<file path="config.mk">
export PLATFORM = sky130hd
export DESIGN_NAME = multicycle_sequencer
export DESIGN_NICKNAME = d
export VERILOG_FILES = /design/src/rtl/multicycle_sequencer.sv
export SDC_FILE = /design/constraint.sdc
export NUM_CORES = 1
export LEC_CHECK = 0
export CAP_MARGIN = 20
export CORE_AREA = 4 4 95 164
export CTS_CLUSTER_SIZE = 10
export DETAILED_ROUTE_END_ITERATION = 8
export DIE_AREA = 0 0 99 168
export PLACE_DENSITY = 0.83
export SYNTH_ARGS = -nofsm -noshare
export SYNTH_HDL_FRONTEND = slang
export SYNTH_SLANG_ARGS = --single-unit
</file>
<file path="constraint.sdc">
create_clock -name clk -period 4.95 [get_ports clk]
set_clock_uncertainty 0.1 [all_clocks]
set_input_delay 0.7425 -clock clk [delete_from_list [all_inputs] [get_ports clk]]
set_output_delay 0.7425 -clock clk [all_outputs]
set_load 0.02 [all_outputs]
</file>
<file path="src/rtl/multicycle_sequencer.sv">
// multicycle_sequencer
//
// Multicycle control FSM for the core. It walks each instruction through
// FETCH -> DECODE -> EXEC -> MEM -> WB. Memory accesses (instruction fetch,
// load, store) use a req/ack handshake that tolerates any number of wait
// states. An optional timeout sends the FSM to an absorbing error state.
// The EXEC length is configurable. run_i gates starting and continuing, and a
// retired-instruction counter is provided.
//
// Instruction type codes on itype_i:
//   R=1 I=2 S=3 B=4 U=5 L=6 UPC=7 HOLD=8. Every other value is unknown and
//   runs as a nop: no operand pulses and no write-back, but it still retires
//   and advances the PC.
//
// Ports
//   clk, reset            clock; asynchronous active-high reset
//   run_i                 level: leave IDLE / continue after WB
//   stage_o               state: IDLE=0 FETCH=1 DECODE=2 EXEC=3 MEM=4 WB=5 HALT=6 ERR=7
//   mem_req_o/we/addr/wdata  memory request port; held until mem_ack_i
//   mem_rdata_i/mem_ack_i memory response; ack ignored while mem_req_o=0
//   pc_i, pc_readin_o     current PC; PC-advance pulse (WB)
//   ir_o                  instruction register (loaded on fetch ack)
//   itype_i               decoded type of ir_o
//   alu_result_i          effective address for loads/stores
//   store_data_i          store data
//   load_data_o           latched load data (loaded on load ack)
//   readin_a/b/pass_o     ALU operand latch pulses (first EXEC cycle)
//   wd_q_readin_o         write-back data capture pulse (last MEM cycle)
//   wd_q_o                register-file write pulse (WB)
//   halted_o, timeout_o   HALT indicator; sticky memory-timeout flag
//   instret_o             retired instructions, wraps
//
// Control outputs are decoded from the state register and the itype
// register, so they change only on clock edges (or on reset). There are two
// exceptions:
// - The address and data buses pass pc_i, alu_result_i and store_data_i
//   straight through while a request is active. Those inputs only settle
//   in the cycle the request starts.
// - For loads, the last MEM cycle is the cycle of the ack itself, so
//   wd_q_readin_o follows mem_ack_i in that case.
module multicycle_sequencer #(
  parameter int XLEN        = 32,
  parameter int ITYPE_W     = 5,
  parameter int EXEC_CYCLES = 1,
  parameter int MEM_TIMEOUT = 16,
  parameter int CNT_W       = 32
) (
  input  logic               clk,
  input  logic               reset,
  input  logic               run_i,
  output logic [2:0]         stage_o,
  output logic               mem_req_o,
  output logic               mem_we_o,
  output logic [XLEN-1:0]    mem_addr_o,
  output logic [XLEN-1:0]    mem_wdata_o,
  input  logic [XLEN-1:0]    mem_rdata_i,
  input  logic               mem_ack_i,
  input  logic [XLEN-1:0]    pc_i,
  output logic               pc_readin_o,
  output logic [XLEN-1:0]    ir_o,
  input  logic [ITYPE_W-1:0] itype_i,
  input  logic [XLEN-1:0]    alu_result_i,
  input  logic [XLEN-1:0]    store_data_i,
  output logic [XLEN-1:0]    load_data_o,
  output logic               readin_a_o,
  output logic               readin_b_o,
  output logic               readin_pass_o,
  output logic               wd_q_readin_o,
  output logic               wd_q_o,
  output logic               halted_o,
  output logic               timeout_o,
  output logic [CNT_W-1:0]   instret_o
);

  localparam logic [ITYPE_W-1:0] IT_R    = ITYPE_W'(1);
  localparam logic [ITYPE_W-1:0] IT_I    = ITYPE_W'(2);
  localparam logic [ITYPE_W-1:0] IT_S    = ITYPE_W'(3);
  localparam logic [ITYPE_W-1:0] IT_B    = ITYPE_W'(4);
  localparam logic [ITYPE_W-1:0] IT_U    = ITYPE_W'(5);
  localparam logic [ITYPE_W-1:0] IT_L    = ITYPE_W'(6);
  localparam logic [ITYPE_W-1:0] IT_UPC  = ITYPE_W'(7);
  localparam logic [ITYPE_W-1:0] IT_HOLD = ITYPE_W'(8);

  localparam int EX_W = (EXEC_CYCLES > 1) ? $clog2(EXEC_CYCLES) : 1;
  localparam int TO_W = (MEM_TIMEOUT > 1) ? $clog2(MEM_TIMEOUT) : 1;
  localparam logic [EX_W-1:0] EX_LAST = EX_W'((EXEC_CYCLES > 1) ? EXEC_CYCLES - 1 : 0);
  localparam logic [TO_W-1:0] TO_LAST = TO_W'((MEM_TIMEOUT > 1) ? MEM_TIMEOUT - 1 : 0);

  typedef enum logic [2:0] {
    S_IDLE   = 3'd0,
    S_FETCH  = 3'd1,
    S_DECODE = 3'd2,
    S_EXEC   = 3'd3,
    S_MEM    = 3'd4,
    S_WB     = 3'd5,
    S_HALT   = 3'd6,
    S_ERR    = 3'd7
  } state_t;

  state_t             state, state_nxt;
  logic [ITYPE_W-1:0] itype_q;
  logic [EX_W-1:0]    exec_cnt;
  logic [TO_W-1:0]    wait_cnt;
  logic               rd_a_q, rd_b_q, rd_p_q;
  logic               rd_a_nxt, rd_b_nxt, rd_p_nxt;
  logic               timeout_q;
  logic [XLEN-1:0]    ir_q, load_q;
  logic [CNT_W-1:0]   instret_q;

  logic q_load, q_store, q_wb, mem_busy, req, timed_out;

  // itype_q holds the type latched in DECODE; MEM and WB act on it.
  assign q_load    = (itype_q == IT_L);
  assign q_store   = (itype_q == IT_S);
  assign q_wb      = (itype_q == IT_R) || (itype_q == IT_I) || (itype_q == IT_U) ||
                     (itype_q == IT_L) || (itype_q == IT_UPC);
  assign mem_busy  = (state == S_MEM) && (q_load || q_store);
  assign req       = (state == S_FETCH) || mem_busy;
  // wait_cnt has already counted TO_LAST unacknowledged cycles, so this
  // cycle is the MEM_TIMEOUT-th one.
  assign timed_out = (MEM_TIMEOUT > 0) && req && !mem_ack_i && (wait_cnt == TO_LAST);

  always_ff @(posedge clk or posedge reset) begin
    if (reset) state <= S_IDLE;
    else       state <= state_nxt;
  end

  always_comb begin
    state_nxt = state;
    rd_a_nxt  = 1'b0;
    rd_b_nxt  = 1'b0;
    rd_p_nxt  = 1'b0;
    case (state)
      S_IDLE: if (run_i) state_nxt = S_FETCH;
      S_FETCH: begin
        if (mem_ack_i)      state_nxt = S_DECODE;
        else if (timed_out) state_nxt = S_ERR;
      end
      S_DECODE: begin
        if (itype_i == IT_HOLD) begin
          state_nxt = S_HALT;
        end else begin
          state_nxt = S_EXEC;
          case (itype_i)
            IT_R, IT_I, IT_L: begin
              rd_a_nxt = 1'b1;
              rd_b_nxt = 1'b1;
            end
            IT_S, IT_B: begin
              rd_a_nxt = 1'b1;
              rd_b_nxt = 1'b1;
              rd_p_nxt = 1'b1;
            end
            IT_U:    rd_a_nxt = 1'b1;
            default: ;
          endcase
        end
      end
      S_EXEC: if (exec_cnt == EX_LAST) state_nxt = S_MEM;
      S_MEM: begin
        if (!mem_busy || mem_ack_i) state_nxt = S_WB;
        else if (timed_out)         state_nxt = S_ERR;
      end
      S_WB:    state_nxt = run_i ? S_FETCH : S_IDLE;
      default: ;  // HALT and ERR are left only through reset
    endcase
  end

  always_ff @(posedge clk or posedge reset) begin
    if (reset) begin
      itype_q   <= '0;
      exec_cnt  <= '0;
      wait_cnt  <= '0;
      rd_a_q    <= 1'b0;
      rd_b_q    <= 1'b0;
      rd_p_q    <= 1'b0;
      timeout_q <= 1'b0;
      ir_q      <= '0;
      load_q    <= '0;
      instret_q <= '0;
    end else begin
      rd_a_q <= rd_a_nxt;
      rd_b_q <= rd_b_nxt;
      rd_p_q <= rd_p_nxt;
      if (state == S_DECODE) itype_q <= itype_i;
      exec_cnt <= ((state == S_EXEC) && (state_nxt == S_EXEC)) ? exec_cnt + 1'b1 : '0;
      // While a request stays in its state, no ack has arrived and no timeout
      // has fired, so this counts only unacknowledged request cycles.
      wait_cnt <= (req && (state_nxt == state)) ? wait_cnt + 1'b1 : '0;
      if ((state == S_FETCH) && mem_ack_i)   ir_q      <= mem_rdata_i;
      if (mem_busy && q_load && mem_ack_i)   load_q    <= mem_rdata_i;
      if (state == S_WB)                     instret_q <= instret_q + 1'b1;
      if (timed_out)                         timeout_q <= 1'b1;
    end
  end

  assign stage_o       = state;
  assign mem_req_o     = req;
  assign mem_we_o      = mem_busy && q_store;
  assign mem_addr_o    = (state == S_FETCH) ? pc_i : (mem_busy ? alu_result_i : '0);
  assign mem_wdata_o   = (mem_busy && q_store) ? store_data_i : '0;
  assign ir_o          = ir_q;
  assign load_data_o   = load_q;
  assign readin_a_o    = rd_a_q;
  assign readin_b_o    = rd_b_q;
  assign readin_pass_o = rd_p_q;
  // A load's final MEM cycle is its ack cycle; other types spend one cycle in MEM.
  assign wd_q_readin_o = (state == S_MEM) && q_wb && (!q_load || mem_ack_i);
  assign wd_q_o        = (state == S_WB) && q_wb;
  assign pc_readin_o   = (state == S_WB);
  assign halted_o      = (state == S_HALT);
  assign timeout_o     = timeout_q;
  assign instret_o     = instret_q;

endmodule

</file>
==> results.sh <==
export IMPL_num_rows=58
export IMPL_grt_max_degree=86
export IMPL_tightest_slew_ns=0.932
export IMPL_postRouteAntennaNets=0
export IMPL_cts_tree="done"
export IMPL_setup_viol_count_final=0
export IMPL_synthCells=440
export IMPL_end_kind="output port"
export IMPL_syn2layout_area_growth_pct=70.8
export IMPL_status="finished clean"
export IMPL_cts_htree_levels=4
export IMPL_drive_gt1_frac=0.152
export IMPL_viasPerCell=5.12
export IMPL_final_nets=890
export IMPL_clock_latency_ns=0.40
export IMPL_yosysUniqueCellTypes=47
export IMPL_ys_flop_type="dfrtp_1"
export IMPL_worstSetupPathType="flip-flop to output port"
export IMPL_grt_pass1_vias=5370
export IMPL_crit_path_start_kind="flip-flop"
export IMPL_routed_wl_um=19000
export IMPL_period_share=0.749
export IMPL_fmax_mhz=270
export IMPL_worstPathRequired_ns=4.11
export IMPL_hold_depth=1
export IMPL_num_antenna_cells=0
export IMPL_critPathArrivalTime_ns=2.86
export IMPL_io_pins=310
export IMPL_clk_transition_reported_paths_ns=0.06
export IMPL_ys_top_cells_by_area="dfrtp_1 53%, mux2_2 13%, a22o_1 5.2%, xnor2_1 4.8%, and2_1 4.7%"
export IMPL_drt_pass1_iterations=4
export IMPL_post_cts_setup_buffers=0
export IMPL_die_h_um=168
export IMPL_min_path_type="flip-flop to flip-flop"
export IMPL_num_vias=4832
export IMPL_cts_resized=0
export IMPL_async_flop_share=1.00
export IMPL_route_detailed_drc=0
export IMPL_die_w_um=99
export IMPL_fin_setup_tns_ns=0
export IMPL_gp_congestion=0.872
export IMPL_synth_edf_count=0
export IMPL_vdd_drop_max_v=0.000245
export IMPL_cellLeakagePower_nw=3.85
export IMPL_ys_ff_latch=113
export IMPL_syn_nets=579
export IMPL_cts_root_buf="clkbuf_16"
export IMPL_syn_avg_cell_area_um2=12.2
export IMPL_final_common_cell="clkdlybuf4s50_1"
export IMPL_cts_sinks=113
export IMPL_fill_cells=1104
export IMPL_synthesis_area_um2=5350
export IMPL_core_um2=14300
export IMPL_hold_viol=0
export IMPL_die_area_um2=16600
export IMPL_p_per_area_nw_per_um2=498
export IMPL_grt_first_pass_wirelength_um=28600
export IMPL_cts_hold_buf=0
export IMPL_yosys_warnings=0
export IMPL_yosysSeqAreaShare=0.529
export IMPL_yosysTopAreaCell="dfrtp_1"
export IMPL_slew_headroom=0.376
export IMPL_grt_ovfl_total=0
export IMPL_critPathMaxFanout=32
export IMPL_hpwl_um=15100
export IMPL_rsz0062_at_grt="no"
export IMPL_layout_common_cells="309 x clkdlybuf4s50_1, 113 x dfrtp_1, 63 x mux2_2"
export IMPL_min_period_ns=3.71
export IMPL_maxCapViolations=0
export IMPL_track_usage=0.223
export IMPL_io_buffers=309
export IMPL_antenna_found_initial=0
export IMPL_start_util=0.374
export IMPL_dp_cells=911
export IMPL_drv_slew=0
export IMPL_numCtsBuffers=17
export IMPL_cts_path_max_buffers=2
export IMPL_yosysTopAreaCellShare=0.529
export IMPL_wl_per_cell_um=20.1
export IMPL_drt_iter0_markers=159
export IMPL_layout_cells_non_filler=944
export IMPL_rr_worst_depth=5
## area by class of cell
cell class	instances	area, um2	area share
Tap cell	180	225	0.0247
Timing Repair Buffer	316	3170	0.347
Sequential cell	113	2830	0.310
Clock buffer	18	439	0.0481
Clock inverter	14	130	0.0142
Multi-Input combinational cell	297	2320	0.254
Inverter	6	25.0	0.00274
## cell usage after synthesis (2+ instances only)
| library cell | number |
|---|---|
| nor3_1 | 4 |
| mux2_1 | 2 |
| buf_4 | 3 |
| nor4_1 | 3 |
| nor2_2 | 3 |
| xor2_1 | 5 |
| inv_1 | 6 |
| mux2_2 | 63 |
| a22o_1 | 32 |
| nand3_1 | 14 |
| nand2_1 | 25 |
| ha_1 | 2 |
| nor3_2 | 2 |
| and3_1 | 5 |
| a31oi_1 | 2 |
| nand4b_1 | 2 |
| buf_2 | 6 |
| and4_1 | 2 |
| and4_2 | 2 |
| nor2_1 | 11 |
| o21ai_0 | 5 |
| a21oi_1 | 5 |
| dfrtp_1 | 113 |
| xnor2_1 | 29 |
| nand4_1 | 19 |
| buf_6 | 9 |
| nor2b_1 | 2 |
| clkbuf_1 | 6 |
| and2_1 | 40 |
## registers in the layout, indices dropped and copies added, names as in the netlist
| register | count |
|---|---|
| exec_cnt | 1 |
| instret_o | 32 |
| ir_o | 32 |
| itype_q | 5 |
| load_data_o | 32 |
| readin_a_o | 1 |
| readin_b_o | 1 |
| readin_pass_o | 1 |
| stage_o | 3 |
| timeout_o | 1 |
| wait_cnt | 4 |
## stage by stage
stage	power [mW]	util	hold slack (ns)	worst slack (ns)	instance area (um2)
after floorplan	2.41	-	0.332	1.12	5350
after global placement	3.36	0.597	0.342	1.60	8540
after detailed placement	3.42	0.597	0.347	1.61	8540
after CTS	4.59	0.637	0.364	1.22	9100
after global routing	4.76	0.639	0.384	1.07	9130
final	4.55	0.639	0.361	1.24	9130
## worst paths after layout
path                            start         endpoint  slack, ns
setup / recovery           stage_o[2]    mem_addr_o[0]       1.24
hold / removal              timeout_o        timeout_o       0.36
setup reg to reg           stage_o[2]  load_data_o[27]       2.43
hold reg to reg             timeout_o        timeout_o       0.36
max in group asynchronous       reset    instret_o[13]       3.26
min in group asynchronous       reset         ir_o[18]       0.50
## report_power, final
part / switching [mW] / internal, mW
clock network: 0.449 / 0.709
logic: 0.951 / 1.01
registers: 0.224 / 1.20
total: 1.62 / 2.92
## cell families (layout without fill, tap and decap cells)
logic type	Yosys count	count (layout)	share of synthesized area
other cells	1	1	0.000701
fa+ha+maj	2	2	0.00468
mux	65	65	0.137
simple gates	146	146	0.163
buf+inv	30	354	0.0372
flops	113	113	0.529
xor+xnor	34	34	0.0557
compound gates	49	49	0.0732
## metal layers
| layer | up-vias | GRT usage | routed length (um) | share of wire |
|---|---|---|---|---|
| met1 | 2329 | 0.194 | 5720 | 0.30 |
| met5 | - | 0 | 0 | 0 |
| met3 | 36 | 0.0597 | 1510 | 0.079 |
| li1 | 2192 | - | - | - |
| met2 | 275 | 0.449 | 11000 | 0.58 |
| met4 | 0 | 0.108 | 763 | 0.040 |
## worst max-delay path: stages (launching register included)
cell,delay (ns)
dfrtp_1,0.53
nor2b_2,0.29
nand3_1,0.19
nor2_2,0.14
buf_4,0.33
a22o_1,0.33
clkdlybuf4s50_1,0.66
(Power assumes the default switching activity.)
